File: config.mk
export PLATFORM = sky130hd
export DESIGN_NAME = spi_slave_rx
export DESIGN_NICKNAME = d
export VERILOG_FILES = /design/src/rtl/spi_pkg.sv /design/src/rtl/spi_sync.sv /design/src/rtl/spi_slave_rx.sv
export SDC_FILE = /design/constraint.sdc
export NUM_CORES = 1
export LEC_CHECK = 0
export CAP_MARGIN = 20
export CORE_UTILIZATION = 35
export CTS_BUF_LIST = sky130_fd_sc_hd__clkbuf_4 sky130_fd_sc_hd__clkbuf_8
export DETAILED_ROUTE_END_ITERATION = 10
export GPL_ROUTABILITY_DRIVEN = 0
export HOLD_SLACK_MARGIN = 0.1
export PLACE_DENSITY = 0.6
export SYNTH_ARGS = -nofsm -noshare
export SYNTH_HDL_FRONTEND = slang
export SYNTH_HIERARCHICAL = 1
export SYNTH_SLANG_ARGS = --single-unit
File: constraint.sdc
create_clock -name clk_in -period 1.52 [get_ports clk_in]
set_clock_uncertainty 0.05 [all_clocks]
set_input_delay 0.228 -clock clk_in [delete_from_list [all_inputs] [get_ports clk_in]]
set_output_delay 0.228 -clock clk_in [all_outputs]
set_load 0.01 [all_outputs]
File: src/rtl/spi_pkg.sv
// spi_pkg: shared widths, synchronizer reset levels and shift helper for the SPI slave receiver
package spi_pkg;
    localparam int SPI_BYTE_W              = 8;
    localparam int SPI_BIT_CNT_W           = 3;
    localparam int SPI_SYNC_STAGES_DEFAULT = 2;
    localparam logic SPI_CS_SYNC_RST       = 1'b1;
    localparam logic SPI_SCLK_SYNC_RST     = 1'b0;
    localparam logic SPI_MOSI_SYNC_RST     = 1'b0;

    function automatic logic [SPI_BYTE_W-1:0] spi_shift_in(
        input logic [SPI_BYTE_W-1:0] s,
        input logic                  b
    );
        return {s[SPI_BYTE_W-2:0], b};
    endfunction
endpackage

File: src/rtl/spi_sync.sv
// spi_sync: multi-flop input synchronizer with level and single-cycle rise/fall strobes
module spi_sync
    import spi_pkg::*;
#(
    parameter int   SYNC_STAGES = SPI_SYNC_STAGES_DEFAULT,
    parameter logic RST_VAL     = 1'b0
) (
    input  logic clk_in,
    input  logic reset_n_in,
    input  logic i_async,
    output logic o_level,
    output logic o_rise,
    output logic o_fall
);
    logic [SYNC_STAGES-1:0] r_chain;
    logic                   r_hist;

    always_ff @(posedge clk_in or negedge reset_n_in) begin
        if (!reset_n_in) begin
            r_chain <= {SYNC_STAGES{RST_VAL}};
            r_hist  <= RST_VAL;
        end else begin
            r_chain <= {r_chain[SYNC_STAGES-2:0], i_async};
            r_hist  <= r_chain[SYNC_STAGES-1];
        end
    end

    assign o_level = r_chain[SYNC_STAGES-1];
    assign o_rise  = o_level & ~r_hist;
    assign o_fall  = ~o_level & r_hist;
endmodule

File: src/rtl/spi_slave_rx.sv
// spi_slave_rx: SPI mode 0 slave, MSB first; synchronizes the pins, assembles bytes and shifts readback on MISO
module spi_slave_rx
    import spi_pkg::*;
#(
    parameter int SYNC_STAGES = SPI_SYNC_STAGES_DEFAULT
) (
    input  logic                  clk_in,
    input  logic                  reset_n_in,
    input  logic                  spi_sclk_in,
    input  logic                  spi_cs_n_in,
    input  logic                  spi_mosi_in,
    output logic                  spi_miso_out,
    input  logic [SPI_BYTE_W-1:0] tx_data_in,
    output logic [SPI_BYTE_W-1:0] data_out,
    output logic                  data_valid_out,
    output logic                  transaction_valid_out,
    output logic                  frame_error_out
);
    logic w_sclk_level_unused, w_sclk_rise, w_sclk_fall;
    logic w_cs_n, w_cs_rise, w_cs_fall;
    logic w_mosi, w_mosi_rise_unused, w_mosi_fall_unused;
    logic w_act, w_cs_start, w_cs_end, w_rx_edge, w_tx_edge;

    logic [SPI_BIT_CNT_W-1:0] r_bit_cnt;
    logic [SPI_BYTE_W-1:0]    r_rx_shift, r_tx_shift, r_data;
    logic [SYNC_STAGES-1:0]   r_warm;
    logic r_armed, r_done, r_valid, r_err, r_tv, r_miso;

    spi_sync #(.SYNC_STAGES(SYNC_STAGES), .RST_VAL(SPI_SCLK_SYNC_RST)) u_sclk (
        .clk_in(clk_in), .reset_n_in(reset_n_in), .i_async(spi_sclk_in),
        .o_level(w_sclk_level_unused), .o_rise(w_sclk_rise), .o_fall(w_sclk_fall)
    );
    spi_sync #(.SYNC_STAGES(SYNC_STAGES), .RST_VAL(SPI_CS_SYNC_RST)) u_cs (
        .clk_in(clk_in), .reset_n_in(reset_n_in), .i_async(spi_cs_n_in),
        .o_level(w_cs_n), .o_rise(w_cs_rise), .o_fall(w_cs_fall)
    );
    spi_sync #(.SYNC_STAGES(SYNC_STAGES), .RST_VAL(SPI_MOSI_SYNC_RST)) u_mosi (
        .clk_in(clk_in), .reset_n_in(reset_n_in), .i_async(spi_mosi_in),
        .o_level(w_mosi), .o_rise(w_mosi_rise_unused), .o_fall(w_mosi_fall_unused)
    );

    // The CS chain resets to inactive, so a transaction already running at reset release
    // only shows up as a fake fall; arming waits for a real high level once the chain holds pin samples.
    assign w_act      = ~w_cs_n & r_armed;
    assign w_cs_start = w_cs_fall & r_armed;
    assign w_cs_end   = w_cs_rise;
    assign w_rx_edge  = w_sclk_rise & w_act;
    assign w_tx_edge  = w_sclk_fall & w_act;

    always_ff @(posedge clk_in or negedge reset_n_in) begin
        if (!reset_n_in) begin
            r_warm     <= '0;
            r_armed    <= 1'b0;
            r_bit_cnt  <= '0;
            r_rx_shift <= '0;
            r_tx_shift <= '0;
            r_data     <= '0;
            r_done     <= 1'b0;
            r_valid    <= 1'b0;
            r_err      <= 1'b0;
            r_tv       <= 1'b0;
            r_miso     <= 1'b0;
        end else begin
            r_warm  <= {r_warm[SYNC_STAGES-2:0], 1'b1};
            r_armed <= r_armed | (r_warm[SYNC_STAGES-1] & w_cs_n);
            r_done  <= w_rx_edge & (&r_bit_cnt);
            r_valid <= r_done;
            r_err   <= w_cs_end & (|r_bit_cnt);
            r_tv    <= w_act;
            r_miso  <= w_act & r_tx_shift[SPI_BYTE_W-1];
            if (r_done)
                r_data <= r_rx_shift;
            if (w_cs_end) begin
                r_bit_cnt  <= '0;
                r_rx_shift <= '0;
            end else if (w_rx_edge) begin
                r_bit_cnt  <= r_bit_cnt + SPI_BIT_CNT_W'(1);
                r_rx_shift <= spi_shift_in(r_rx_shift, w_mosi);
            end
            if (w_cs_start)
                r_tx_shift <= tx_data_in;
            else if (w_tx_edge)
                r_tx_shift <= (r_bit_cnt == '0) ? tx_data_in : spi_shift_in(r_tx_shift, 1'b0);
        end
    end

    assign data_out              = r_data;
    assign data_valid_out        = r_valid;
    assign frame_error_out       = r_err;
    assign transaction_valid_out = r_tv;
    assign spi_miso_out          = r_miso;
endmodule
After elaboration in Yosys (flattened, before gate mapping)
Index checks and enable logic that the tools add are counted.
Storage, ports and cells
  bits in registers: 43
  bits of input ports: 13
  output and inout bits: 12
  logic and storage cells: 46
Operators by class
  add/sub/neg operators: 1
  muxes and demuxes: 7
  bitwise logic cells: 17
  reduce and logical (&&, ||, !) cells: 5
Operator list (count)
  $mux W8: 5
  $and A1 B1 Y1: 12
  $mux W3: 2
  $not A1 Y1: 4
  $reduce_bool A2 Y1: 2
  $add A3 B1 Y3 const B: 1
  $logic_not A3 Y1: 1
  $reduce_and A3 Y1: 1
  $reduce_or A3 Y1: 1
  $or A1 B1 Y1: 1

Depth between registers and ports, before layout
  depth after elaboration: 5
  depth in mapped cells: 6
  mapped depth without buffers: 6

Hierarchy
Netlist, hierarchy kept.
Modules (own cells, without submodules)
  spi_slave_rx: instances 1, cells an instance 121, area an instance 1392.6 um^2, seq. area each 875.8 um^2
  spi_sync at u_mosi ...: instances 2, cells an instance 5, area an instance 90.1 um^2, seq. area each 75.1 um^2
  spi_sync at u_cs: instances 1, cells an instance 5, area an instance 93.8 um^2, seq. area each 78.8 um^2

Least setup slack after synthesis
OpenSTA, ideal clock, no wires.
  kind: register to register
  start point: register u_cs.r_chain[1]
  end point: register r_tx_shift[5]
  library setup time: 0.124 ns
  data arrival time: 1.278 ns
  required time: 1.346 ns
  setup slack: 0.068 ns
  cell stages (with the launch flop): 5
  path buffers: 1
  clock period less this slack: 1.452 ns
  cells stage by stage: dfstp_2 and2b_2 o21ai_2 buf_2 o21ai_1
Between the ends
  word-level cells in the longest chain between the ends: 4
  elaborated cells on any way between the ends: 7
  those cells by class: 1 x mux; 5 x bitwise; 1 x reduce/logical
RTL lines
  from (decl): RTL line spi_sync.sv:15  | logic [SYNC_STAGES-1:0] r_chain;
  from (signal assigned): RTL line spi_sync.sv:20  | r_chain <= {SYNC_STAGES{RST_VAL}};
  from (signal assigned): RTL line spi_sync.sv:23  | r_chain <= {r_chain[SYNC_STAGES-2:0], i_async};
  $not A1 Y1 *: RTL line spi_sync.sv:30  | assign o_fall = ~o_level & r_hist;
  $and A1 B1 Y1 *: RTL line spi_sync.sv:30
  named net w_cs_fall: RTL line spi_slave_rx.sv:20  | logic w_cs_n, w_cs_rise, w_cs_fall;
  $and A1 B1 Y1 *: RTL line spi_slave_rx.sv:45  | assign w_cs_start = w_cs_fall & r_armed;
  $mux W8 / $reduce_bool A2 Y1 (equally long branches)
  to (signal assigned): RTL line spi_slave_rx.sv:81  | r_tx_shift <= tx_data_in;
  to (signal assigned): RTL line spi_slave_rx.sv:83  | r_tx_shift <= (r_bit_cnt == '0) ? tx_data_in : spi_shift_in(r_tx_shift, 1'b0);
  to (decl): RTL line spi_slave_rx.sv:25  | logic [SPI_BYTE_W-1:0] r_rx_shift, r_tx_shift, r_data;
The timed path passes the listed nets; every way through them passes the cells marked *.
A chain may end at the register's enable or synchronous reset.

Worst setup path in the final report
  start point: register r_data[6] (netlist: data_out[6])
  end point: output data_out[6]
RTL lines
  from (decl): RTL line spi_slave_rx.sv:25
  from (signal assigned): RTL line spi_slave_rx.sv:72  | r_data <= r_rx_shift;
  to (decl): RTL line spi_slave_rx.sv:14  | output logic [SPI_BYTE_W-1:0] data_out,
No word-level cell between the ends.

==> impl_summary.md <==
Floorplan
After floorplanning, the core was divided into 24 placement rows. From left edge to right edge, the die measures about 70 um. The initial utilization of the core area, before any placement, comes to 36.8%.

The die extent in y is 70.2 um. The full die area is just under 5000 um2. The total I/O pin count is 25. The core area is approximately 4400 um2.

Critical path
The worst setup path is captured at an output port. Among all stages on the critical path, the largest delay is contributed by sky130_fd_sc_hd__clkdlybuf4s50_1. The element type at the critical path start is a register.

The critical path required time is about 1.2 ns. The critical setup path kind is reg -> out. Together, buffers and inverters on the worst path number 1.

In this run the number of cells on the critical path is 1. On the critical path the largest part of the delay comes from buffers and inverters. The critical path goes through clkdlybuf4s50_1. The delay of the slowest critical-path stage is 0.53 ns.

The arrival time at the worst endpoint is 1.18 ns. In this run the worst path has a maximum fanout of 2. The worst register-to-register path has a depth of 5.

Power
The worst-case vdd ir drop is 0.653 mV. Summing internal, switching and leakage power gives 2.27 mW. The power density normalized to cell area is around 1100 nW/um2. The analysis attributes to cell leakage a power of 0.983 nW.

Placed design
The pre-CTS worst setup slack is -0.00844 ns. Summed over all nets, the half-perimeter wirelength after detailed placement is about 1800 um. Including well taps, the total number of placed cells is 208. The number of buffers inserted by port buffering is 24.

Routing
The via total after detailed routing is 1034. The detail route stage leaves a number of antenna-violating nets equal to 0. The routed wirelength normalized by instance count is 11.8 um. After detailed routing, the number of vias per cell comes to 4.72.

The number of detailed-routing iterations run before antenna repair is 4. In this run, the number of DRC markers left after iteration 0 of detailed routing was 59. Summed over all layers, the routed wires come to about 2600 um. In the routed design, unresolved DRC markers number 0.

CTS
Counting along the longest clock path gives a buffer depth of 2. TritonCTS built the clock tree. The tree is rooted in a sky130_fd_sc_hd__clkbuf_8.

The number of sinks handled by clock tree synthesis is 43. Clock-pin slew was measured on the worst setup and hold paths at 0.07 ns. Clock latency on the worst-skew pair, taken at its later pin, is 0.29 ns.

In this run the number of H-tree levels came out at 2. The number of clock buffers added by TritonCTS is 5.

STA
Setup repair after global routing left no endpoint under its margin. Setup violations remaining at the end of the flow were counted as 0. The setup slack of the critical path after layout is ~0.067 ns. The count of final max-slew check failures is 0. The count of final hold-check violations is 0. Static timing analysis puts the maximum clock frequency at just under 700 MHz.

After layout, the worst path uses 95.6% of the clock period. The routed design could run at a clock period as short as approximately 1.5 ns.

GRT
The total overflow left after global routing is 0. The first global-routing pass estimated 4790 um of wire. The initial antenna violation count is 0. Entering global routing, the biggest net connects 44 pins. The overall track demand over capacity in global routing is ~13%.

The number of global-route vias before repair came to 1086.

Synth
The post-synthesis cell count is 133. The Yosys warning count is 6. Synthesis produced a netlist with a net count of approximately 150.

After synthesis, the mean cell area works out to 12.2 um2. In this run the cell area of the synthesized design comes to 1630 um2.

Hold path
The classification of the worst-slack hold path is in -> reg. The number of stages on the worst hold path is 1.

Layout
The number of nets in the final layout is 182. The post-route non-filler standard cell count is around 220. The fraction of final layout cells sized beyond drive strength 1 is about a fifth.

Measured on the finished design, the core utilization comes to a little under half. 0 antenna diodes ended up in the layout. The area added between synthesis and finish is 28.2%.

Status
The run finished with clean final reports.

Run
The number of maximum-capacitance constraint violations is 0.
-- timing repair --
item	CTS	global route
gates cloned	0	0
buffers inserted	0	2
hold endpoints to repair	43	0
hold buffers	1	0
resized for setup	1	3
endpoints found under the setup margin	1	15
-- metal layers --
metal  GRT usage [%]  part of all wire [%]
met5               0                     0
met4            5.33                   2.0
met3            4.62                   4.9
met2            20.9                    50
met1            15.0                    43
-- flip-flops by register name, indices dropped and copies added (netlist names), 2 cells and up --
name	cells
data_out	8
r_rx_shift	8
r_warm	2
r_bit_cnt	3
u_cs/r_chain	2
u_sclk/r_chain	2
r_tx_shift	8
u_mosi/r_chain	2
-- placed cells by master (no fill, tap or decap), drive strengths merged --
master          n
dfrtp          40
nand2          32
clkdlybuf4s50  23
a21oi          10
o21ai           9
mux2            8
mux2i           7
clkbuf          7
buf             6
nor2b           3
ha              3
dfstp           3
and2            3
and2b           3
inv             2
and3            1
nand2b          1
a21o            1
xnor2           1
nor2            1
clkinv          1
dlygate4sd3     1
conb            1
-- through the flow --
step	setup TNS (ns)	hold WS, ns	instance area (um2)
after floorplan	0	-0.118	1630
after global placement	0	0.166	1950
after detailed placement	-0.00844	0.170	1950
after CTS	0	0.290	2060
after global routing	0	0.292	2090
final	0	0.298	2090
-- layout make-up --
cell class / instances / area [um2]
Sequential cell: 43 / 1080
Clock inverter: 1 / 5.00
Tap cell: 52 / 65.1
Clock buffer: 7 / 90.1
Fill cell: 409 / 2330
Timing Repair Buffer: 30 / 308
Inverter: 2 / 7.51
Multi-Input combinational cell: 84 / 531
-- worst paths after layout --
kind | endpoint | slack (ns) | startpoint
worst max-delay path | data_out[6] | 0.07 | data_out[6]
worst min-delay path | u_cs/r_chain[0] | 0.30 | spi_cs_n_in
worst max register to register | r_tx_shift[3] | 0.08 | u_cs/r_chain[1]
worst min register to register | r_warm[1] | 0.30 | r_warm[0]
max in group asynchronous | u_cs/r_hist | 0.76 | reset_n_in
min in group asynchronous | data_out[6] | 0.40 | reset_n_in
-- power breakdown --
part / switching (mW) / internal, mW / total, mW
combinational: 0.129 / 0.132 / 0.261
sequential: 0.0406 / 1.22 / 1.26
clock: 0.360 / 0.384 / 0.744
(Power assumes the default switching activity.)
